`src/rtl/window_addr_gen.sv`:
```
// window_addr_gen: streams LANES word addresses per beat for a
// WIN_ROWS x WIN_COLS window under valid/ready. It also reports the base
// address of the next window, slid one word to the right.
module window_addr_gen #(
    parameter int ADDR_W     = 32,
    parameter int WORD_BYTES = 4,
    parameter int WIN_COLS   = 4,
    parameter int WIN_ROWS   = 4,
    parameter int LANES      = 4
) (
    input  logic                    clk_i,
    input  logic                    rst_i,
    input  logic                    start_i,
    input  logic [ADDR_W-1:0]       base_i,
    input  logic [ADDR_W-1:0]       row_stride_i,
    input  logic                    ready_i,
    output logic [LANES*ADDR_W-1:0] addr_o,
    output logic                    valid_o,
    output logic                    last_o,
    output logic                    busy_o,
    output logic                    done_o,
    output logic [ADDR_W-1:0]       next_base_o
);

    localparam int NUM_GRP = WIN_COLS / LANES;
    localparam int GRP_W   = (NUM_GRP > 1) ? $clog2(NUM_GRP) : 1;
    localparam int ROW_W   = (WIN_ROWS > 1) ? $clog2(WIN_ROWS) : 1;
    localparam logic [ADDR_W-1:0] GRP_BYTES = ADDR_W'(LANES * WORD_BYTES);
    localparam logic [GRP_W-1:0]  GRP_MAX   = GRP_W'(NUM_GRP - 1);
    localparam logic [ROW_W-1:0]  ROW_MAX   = ROW_W'(WIN_ROWS - 1);
    // A 1x1-beat window is already on its last beat when it starts.
    localparam logic ONE_BEAT = (NUM_GRP == 1) && (WIN_ROWS == 1);

    typedef enum logic [1:0] {S_IDLE, S_RUN, S_DONE} state_t;

    state_t                  state_q;
    logic [ADDR_W-1:0]       row_base_q, row_base_d;
    logic [ADDR_W-1:0]       stride_q;
    logic [ADDR_W-1:0]       col_off_q, col_off_d;
    logic [GRP_W-1:0]        grp_q, grp_d;
    logic [ROW_W-1:0]        row_q, row_d;
    logic                    last_d;
    logic [LANES*ADDR_W-1:0] addr_q;
    logic                    valid_q, last_q, busy_q, done_q;
    logic [ADDR_W-1:0]       next_base_q;

    // Lane offsets are constants; only the beat base needs an adder chain.
    function automatic logic [LANES*ADDR_W-1:0] lanes_of(input logic [ADDR_W-1:0] b);
        logic [LANES*ADDR_W-1:0] r;
        r = '0;
        for (int i = 0; i < LANES; i++)
            r[i*ADDR_W +: ADDR_W] = b + ADDR_W'(i * WORD_BYTES);
        return r;
    endfunction

    // Position of the beat that follows the current one (column group or row wrap).
    always_comb begin
        grp_d      = grp_q + GRP_W'(1);
        row_d      = row_q;
        row_base_d = row_base_q;
        col_off_d  = col_off_q + GRP_BYTES;
        if (grp_q == GRP_MAX) begin
            grp_d      = '0;
            row_d      = row_q + ROW_W'(1);
            row_base_d = row_base_q + stride_q;
            col_off_d  = '0;
        end
        last_d = (row_d == ROW_MAX) && (grp_d == GRP_MAX);
    end

    // Control FSM with registered outputs; counters advance only on a handshake.
    always_ff @(posedge clk_i) begin
        if (rst_i) begin
            state_q     <= S_IDLE;
            row_base_q  <= '0;
            stride_q    <= '0;
            col_off_q   <= '0;
            grp_q       <= '0;
            row_q       <= '0;
            addr_q      <= '0;
            valid_q     <= 1'b0;
            last_q      <= 1'b0;
            busy_q      <= 1'b0;
            done_q      <= 1'b0;
            next_base_q <= '0;
        end else begin
            case (state_q)
                S_IDLE: begin
                    if (start_i) begin
                        row_base_q  <= base_i;
                        stride_q    <= row_stride_i;
                        col_off_q   <= '0;
                        grp_q       <= '0;
                        row_q       <= '0;
                        addr_q      <= lanes_of(base_i);
                        valid_q     <= 1'b1;
                        last_q      <= ONE_BEAT;
                        busy_q      <= 1'b1;
                        next_base_q <= base_i + ADDR_W'(WORD_BYTES);
                        state_q     <= S_RUN;
                    end
                end
                S_RUN: begin
                    if (valid_q && ready_i) begin
                        if (last_q) begin
                            valid_q <= 1'b0;
                            last_q  <= 1'b0;
                            done_q  <= 1'b1;
                            state_q <= S_DONE;
                        end else begin
                            grp_q      <= grp_d;
                            row_q      <= row_d;
                            row_base_q <= row_base_d;
                            col_off_q  <= col_off_d;
                            addr_q     <= lanes_of(row_base_d + col_off_d);
                            last_q     <= last_d;
                        end
                    end
                end
                S_DONE: begin
                    done_q  <= 1'b0;
                    busy_q  <= 1'b0;
                    state_q <= S_IDLE;
                end
                default: state_q <= S_IDLE;
            endcase
        end
    end

    assign addr_o      = addr_q;
    assign valid_o     = valid_q;
    assign last_o      = last_q;
    assign busy_o      = busy_q;
    assign done_o      = done_q;
    assign next_base_o = next_base_q;

endmodule

```
`config.mk`:
```
export PLATFORM = sky130hd
export DESIGN_NAME = window_addr_gen
export DESIGN_NICKNAME = d
export VERILOG_FILES = /design/src/rtl/window_addr_gen.sv
export SDC_FILE = /design/constraint.sdc
export NUM_CORES = 1
export LEC_CHECK = 0
export CAP_MARGIN = 10
export CORE_ASPECT_RATIO = 1.25
export CORE_MARGIN = 1.5
export CORE_UTILIZATION = 40
export CTS_BUF_LIST = sky130_fd_sc_hd__clkbuf_4 sky130_fd_sc_hd__clkbuf_8
export DETAILED_ROUTE_END_ITERATION = 10
export HOLD_SLACK_MARGIN = 0.05
export PLACE_DENSITY = 0.68
export SETUP_SLACK_MARGIN = 0.2
export SKIP_LAST_GASP = 1
export SYNTH_ARGS = -nofsm -noshare
export SYNTH_HDL_FRONTEND = slang
export SYNTH_SLANG_ARGS = --single-unit
```
`constraint.sdc`:
```
create_clock -name clk_i -period 6.2 [get_ports clk_i]
set_clock_uncertainty 0.2 [all_clocks]
set_input_delay 1.55 -clock clk_i [delete_from_list [all_inputs] [get_ports clk_i]]
set_output_delay 1.55 -clock clk_i [all_outputs]
set_load 0.02 [all_outputs]
```
## Word-level counts from Yosys, hierarchy flattened

Cells that the tools add are included.

| storage, ports and cells | value |
|---|---|
| register bits | 265 |
| output and inout port bits | 164 |
| logic and storage cells | 83 |

| cells by class | value |
|---|---|
| $add $sub $neg | 11 |
| equality and inequality tests | 7 |
| multiplexer cells | 39 |
| bitwise logic cells | 1 |
| reduce and logical (&&, ||, !) cells | 13 |

Operators by type and width:

| cell | count |
|---|---|
| 2-to-1 mux 128 bit | 3 |
| 2-to-1 mux 32 bit | 8 |
| case mux 128 bit (2 select lines) | 1 |
| adder 32 x 4 -> 32 bit (second input constant) | 4 |
| case mux 32 bit (2 select lines) | 2 |
| adder 32 x 3 -> 32 bit (second input constant) | 2 |
| adder 32 bit | 2 |
| adder 32 x 5 -> 32 bit (second input constant) | 1 |
| 2-to-1 mux 2 bit | 7 |
| 2-to-1 mux 1 bit | 11 |
| case mux 1 bit (2 select lines) | 5 |
| AND reduction 3 bit | 3 |
| inequality test 2 bit (second input constant) | 4 |
| case mux 2 bit (2 select lines) | 2 |
| AND reduction 4 bit | 2 |
| nonzero test 2 bit | 3 |
| equality test 2 bit (second input constant) | 2 |
| AND reduction 2 bit | 2 |
| adder 2 x 1 -> 2 bit (second input constant) | 1 |
| equality test 2 x 1 -> 1 bit (second input constant) | 1 |
| logical AND 1 bit | 2 |
| zero test 2 bit | 1 |
| adder 1 bit (second input constant) | 1 |
| inverter 1 bit | 1 |

## Depth between registers and ports, before layout

| depth | value |
|---|---|
| word-level depth | 7 |
| gate-level depth with buffers | 16 |

## Worst setup path before layout

No wires, ideal clock.

| timing | value |
|---|---|
| kind | reg2reg |
| start | register row_base_q[0] |
| end | register addr_q[63] (netlist: addr_o[63]) |
| setup time | 0.119 ns |
| arrival time | 3.876 ns |
| required time | 5.881 ns |
| slack | 2.005 ns |
| cell stages (with the launch flop) | 15 |
| path through | dfxtp_1 > ha_1 > fa_1 > a211oi_2 > nor4_1 > or4b_1 > buf_2 > nand3b_4 > nor2_2 > nand4_4 > nor3_4 > nand3_4 > a2111oi_4 > xnor3_1 > o221a_1 |

| between the ends | value |
|---|---|
| word-level cells in the longest chain between the ends | 7 |

Ends and longest elaborated chain:

| what | line | source |
|---|---|---|
| from (decl) | 37 | `logic [ADDR_W-1:0] row_base_q, row_base_d;` |
| from (signal assigned) | 90 | `row_base_q <= base_i;` |
| from (signal assigned) | 113 | `row_base_q <= row_base_d;` |
| adder 32 bit | 65 | `row_base_d = row_base_q + stride_q;` |
| 2-to-1 mux 32 bit (*) | 62 | `if (grp_q == GRP_MAX) begin` |
| adder 32 bit (*) | 115 | `addr_q <= lanes_of(row_base_d + col_off_d);` |
| adder 32 x 3 -> 32 bit (*) | 52 | `r[i*ADDR_W +: ADDR_W] = b + ADDR_W'(i * WORD_BYTES);` |
| 2-to-1 mux 128 bit (*) | 105 | `if (last_q) begin` |
| 2-to-1 mux 128 bit (*) | 104 | `if (valid_q && ready_i) begin` |
| case mux 128 bit (2 select lines) (*) | 87 | `case (state_q)` |
| to (signal assigned) | 95 | `addr_q <= lanes_of(base_i);` |
| to (signal assigned) | 115 |  |
| to (decl) | 43 | `logic [LANES*ADDR_W-1:0] addr_q;` |

Mark *: on every way between the ends. The rest lies on a longest branch, timed or not. The select of a mux whose other input is x is not followed.
A chain may end at the register's enable or synchronous reset.

## Worst setup path after layout

| timing | value |
|---|---|
| start | register row_base_q[0] |
| end | register addr_q[88] (netlist: addr_o[88]) |

| between the ends | value |
|---|---|
| word-level cells in the longest chain between the ends | 7 |

Ends and longest elaborated chain:

| what | line |
|---|---|
| adder 32 bit | 65 |
| 2-to-1 mux 32 bit (*) | 62 |
| adder 32 bit (*) | 115 |
| adder 32 x 4 -> 32 bit (*) | 52 |
| 2-to-1 mux 128 bit (*) | 105 |
| 2-to-1 mux 128 bit (*) | 104 |
| case mux 128 bit (2 select lines) (*) | 87 |

Marked as above.

==> impl_metrics.sql <==
INSERT INTO impl_metrics (metric_group, metric, value, unit) VALUES
('logic_synthesis', 'synthTopCellsByCount', 'sky130_fd_sc_hd__nand2_1, sky130_fd_sc_hd__dfxtp_1, sky130_fd_sc_hd__a21oi_1', ''),
('grt', 'grt_pass1_vias', '10800', ''),
('placed_design', 'placed_cell_area', '14100', 'um2'),
('setup_path', 'worstSetupStartpointType', 'register', ''),
('setup_path', 'crit_path_max_fanout', '6', ''),
('logic_synthesis', 'synthesis.nets', '1621', ''),
('clock_tree', 'root_buffer_cell', 'sky130_fd_sc_hd__clkbuf_8', ''),
('routing', 'antenna_violating_nets_left', '0', ''),
('logic_synthesis', 'synth_top_cell_area_share', '0.330', ''),
('routing', 'post_drt_via_cell_ratio', '5.62', ''),
('routing', 'drt_iter0_drc', '692', ''),
('power', 'power_density', '241', 'nW/um2'),
('setup_path', 'crit_path_cell_trace', 'ha_1 -> fa_1 -> a211oi_2 -> nor4_1 -> or4b_1 -> nand4bb_1 -> o31ai_1 -> nand3b_1 -> a211oi_1 -> nand3b_1 -> nor3_1 -> mux2_2 -> a31o_2', ''),
('power', 'static_leakage', '5.29', 'nW'),
('clock_tree', 'clk_path_buf_depth', '2', ''),
('final_layout', 'layout.filler_cells', '2867', ''),
('setup_path', 'timing.critical_path.required', '6.40', 'ns'),
('grt', 'global_route_wire_length_before_repair', '60.2', 'mm'),
('grt', 'grt_antenna_before_repair', '0', ''),
('final_layout', 'post-route-cell-area', '14500', 'um2'),
('setup_path', 'worst_path_largest_cell_delay', '0.68', 'ns'),
('sta', 'fmaxAchievable', '0.200', 'GHz'),
('final_layout', 'layout-drive-gt1-share', '0.0522', ''),
('placed_design', 'placement.io_buffers', '231', ''),
('routing', 'dr_total_vias', '11700', ''),
('logic_synthesis', 'synth_register_bits', '192', ''),
('logic_synthesis', 'synth-edff-count', '0', ''),
('setup_path', 'cp_common_cell', 'sky130_fd_sc_hd__nand3b_1', ''),
('logic_synthesis', 'yosys-top-cells-area', 'sky130_fd_sc_hd__dfxtp_1, sky130_fd_sc_hd__nand2_1, sky130_fd_sc_hd__a21oi_1', ''),
('clock_tree', 'path_clk_slew', '0.10', 'ns'),
('final_layout', 'fin_nets', '1779', ''),
('routing', 'drc', '0', ''),
('sta', 'rsz0062_at_grt', 'false', ''),
('setup_path', 'timing_worst_setup_path_type', 'register to register', ''),
('logic_synthesis', 'ys_seq_area_frac', '0.330', ''),
('logic_synthesis', 'synth_async_sr_flop_share', '0', ''),
('logic_synthesis', 'yosys.area.top_type', 'sky130_fd_sc_hd__dfxtp_1', ''),
('hold_path', 'worstHoldPathType', 'register to register', ''),
('setup_path', 'r2r-start', 'row_base_q[0]$_SDFFE_PP0P_', ''),
('placed_design', 'place.detailed.hpwl', '29.7', 'mm'),
('die', 'fp.dieArea', '30200', 'um2'),
('sta', 'max_slew.worst_pin.slew', '1.03', 'ns'),
('clock_tree', 'htree_num_levels', '4', ''),
('sta', 'period_needed', '5.00', 'ns'),
('sta', 'slew-limit-headroom', '0.308', ''),
('die', 'die-height', '194', 'um'),
('setup_path', 'timing.critical_path.slowest_stage_cell', 'sky130_fd_sc_hd__or4b_1', ''),
('logic_synthesis', 'netlist_instances', '1515', ''),
('grt', 'grt_overflow', '0', ''),
('clock_tree', 'post_cts.resized_instances', '0', ''),
('job', 'cap_viol_max_count', '0', ''),
('logic_synthesis', 'synth_area', '11700', 'um2'),
('status', 'status', 'completed', ''),
('clock_tree', 'post-cts-setup-buffers', '0', ''),
('routing', 'detail_route.wl_per_cell', '18.9', 'um'),
('final_layout', 'antennaDiodeCount', '0', ''),
('die', 'design.portCount', '232', ''),
('routing', 'drt_pre_antenna_iters', '6', ''),
('clock_tree', 'tritoncts', 'yes', ''),
('clock_tree', 'cts_num_sinks', '192', ''),
('logic_synthesis', 'yosys_warnings', '0', ''),
('setup_path', 'crit_start', 'row_base_q[0]$_SDFFE_PP0P_', ''),
('die', 'floorplan.initialDensity', '0.408', ''),
('die', 'die_w', '156', 'um'),
('sta', 'setup-violations-final', '0', ''),
('sta', 'timing_max_transition_violations_final', '0', ''),
('die', 'design.core.area', '28600', 'um2'),
('sta', 'timing.final.crit_share', '0.806', ''),
('sta', 'finalHoldViolations', '0', ''),
('logic_synthesis', 'post_synth.cell_area_avg', '7.69', 'um2'),
('hold_path', 'hold_path_startpoint', 'addr_o[74]$_SDFFE_PP0P_', '');
-- per-layer routing --
metal	part of all wire	routed length, um	GRT usage	vias up
met5	0	0	0	-
met3	0.059	2340	0.0398	71
met2	0.45	17600	0.402	442
met4	0.032	1250	0.0935	0
li1	-	-	-	5656
met1	0.46	18100	0.351	5492
-- where the power goes --
group	total, W	internal, W	leakage [nW]	switching (W)
combinational	0.00125	0.000491	3.53	0.000762
clock	0.000808	0.000332	0.178	0.000476
sequential	0.00144	0.00135	1.58	0.0000860
total	0.00350	0.00217	5.29	0.00132
-- kinds of logic (layout without fill, tap and decap cells) --
group | Yosys count | count (layout) | share of synthesized area
DFF | 192 | 192 | 0.330
AOI/OAI and AO/OA | 400 | 400 | 0.222
buffers and inverters | 128 | 298 | 0.0456
xor gates and xnor gates | 112 | 112 | 0.0853
and+or+nand+nor | 619 | 619 | 0.253
muxes | 26 | 26 | 0.0227
adders and majority gates | 38 | 38 | 0.0414
-- worst max-delay path: cells and delay by family (launching register included) --
family | cells | cell delay (ns)
AND/OR/NAND/NOR | 6 | 1.89
adder cells (fa/ha/maj) | 2 | 0.73
flip-flops | 1 | 0.37
AO/OA/AOI/OAI | 4 | 1.35
multiplexers | 1 | 0.37
-- registers in the layout (all words and copies together) (netlist names) --
signal and flops:
row_base_q 31, stride_q 32, busy_o 1, done_o 1
valid_o 1, row_q 2, addr_o 89, last_o 1
next_base_o 32, state_q 2
-- layout make-up --
class,instances,share of cell area
Inverter,19,0.00491
Timing Repair Buffer,248,0.168
Sequential cell,192,0.265
Clock inverter,12,0.00784
Multi-Input combinational cell,1195,0.503
Clock buffer,19,0.0176
Tap cell,390,0.0336
-- cells in the final DEF, fill, tap and decap left out, types with 8 or more instances in the layout --
master / n
sky130_fd_sc_hd__a211oi_1: 67
sky130_fd_sc_hd__a21o_1: 16
sky130_fd_sc_hd__a21oi_1: 159
sky130_fd_sc_hd__a22oi_1: 8
sky130_fd_sc_hd__a31oi_1: 10
sky130_fd_sc_hd__and2_1: 12
sky130_fd_sc_hd__and3_1: 22
sky130_fd_sc_hd__buf_4: 17
sky130_fd_sc_hd__clkbuf_8: 18
sky130_fd_sc_hd__clkdlybuf4s50_1: 230
sky130_fd_sc_hd__dfxtp_1: 192
sky130_fd_sc_hd__ha_1: 37
sky130_fd_sc_hd__inv_1: 18
sky130_fd_sc_hd__mux2i_1: 23
sky130_fd_sc_hd__nand2_1: 270
sky130_fd_sc_hd__nand2b_1: 8
sky130_fd_sc_hd__nand3_1: 46
sky130_fd_sc_hd__nand4_1: 19
sky130_fd_sc_hd__nor2_1: 140
sky130_fd_sc_hd__nor2b_1: 12
sky130_fd_sc_hd__nor3_1: 32
sky130_fd_sc_hd__o211ai_1: 17
sky130_fd_sc_hd__o21a_1: 8
sky130_fd_sc_hd__o21ai_0: 49
sky130_fd_sc_hd__o22ai_1: 13
sky130_fd_sc_hd__xnor2_1: 57
sky130_fd_sc_hd__xor2_1: 54
-- through the flow --
stage,util,hold WS (ns),power (W),setup WS [ns],instances
after floorplan,-,0.240,0.00222,2.01,1515
after global placement,0.495,0.241,0.00269,1.16,2043
after detailed placement,0.495,0.245,0.00270,1.09,2043
after CTS,0.508,0.258,0.00350,1.26,2074
after global routing,0.508,0.272,0.00367,0.975,2075
final,0.508,0.256,0.00350,1.20,2075
-- final timing paths --
kind                              to  slack (ns)  cells after the start
max reg2reg  addr_o[88]$_SDFFE_PP0P_        1.20                     13
max          addr_o[88]$_SDFFE_PP0P_        1.20                     13
min reg2reg  addr_o[74]$_SDFFE_PP0P_        0.26                      2
min          addr_o[74]$_SDFFE_PP0P_        0.26                      2
No activity file was read; power rests on OpenSTA's default activity.
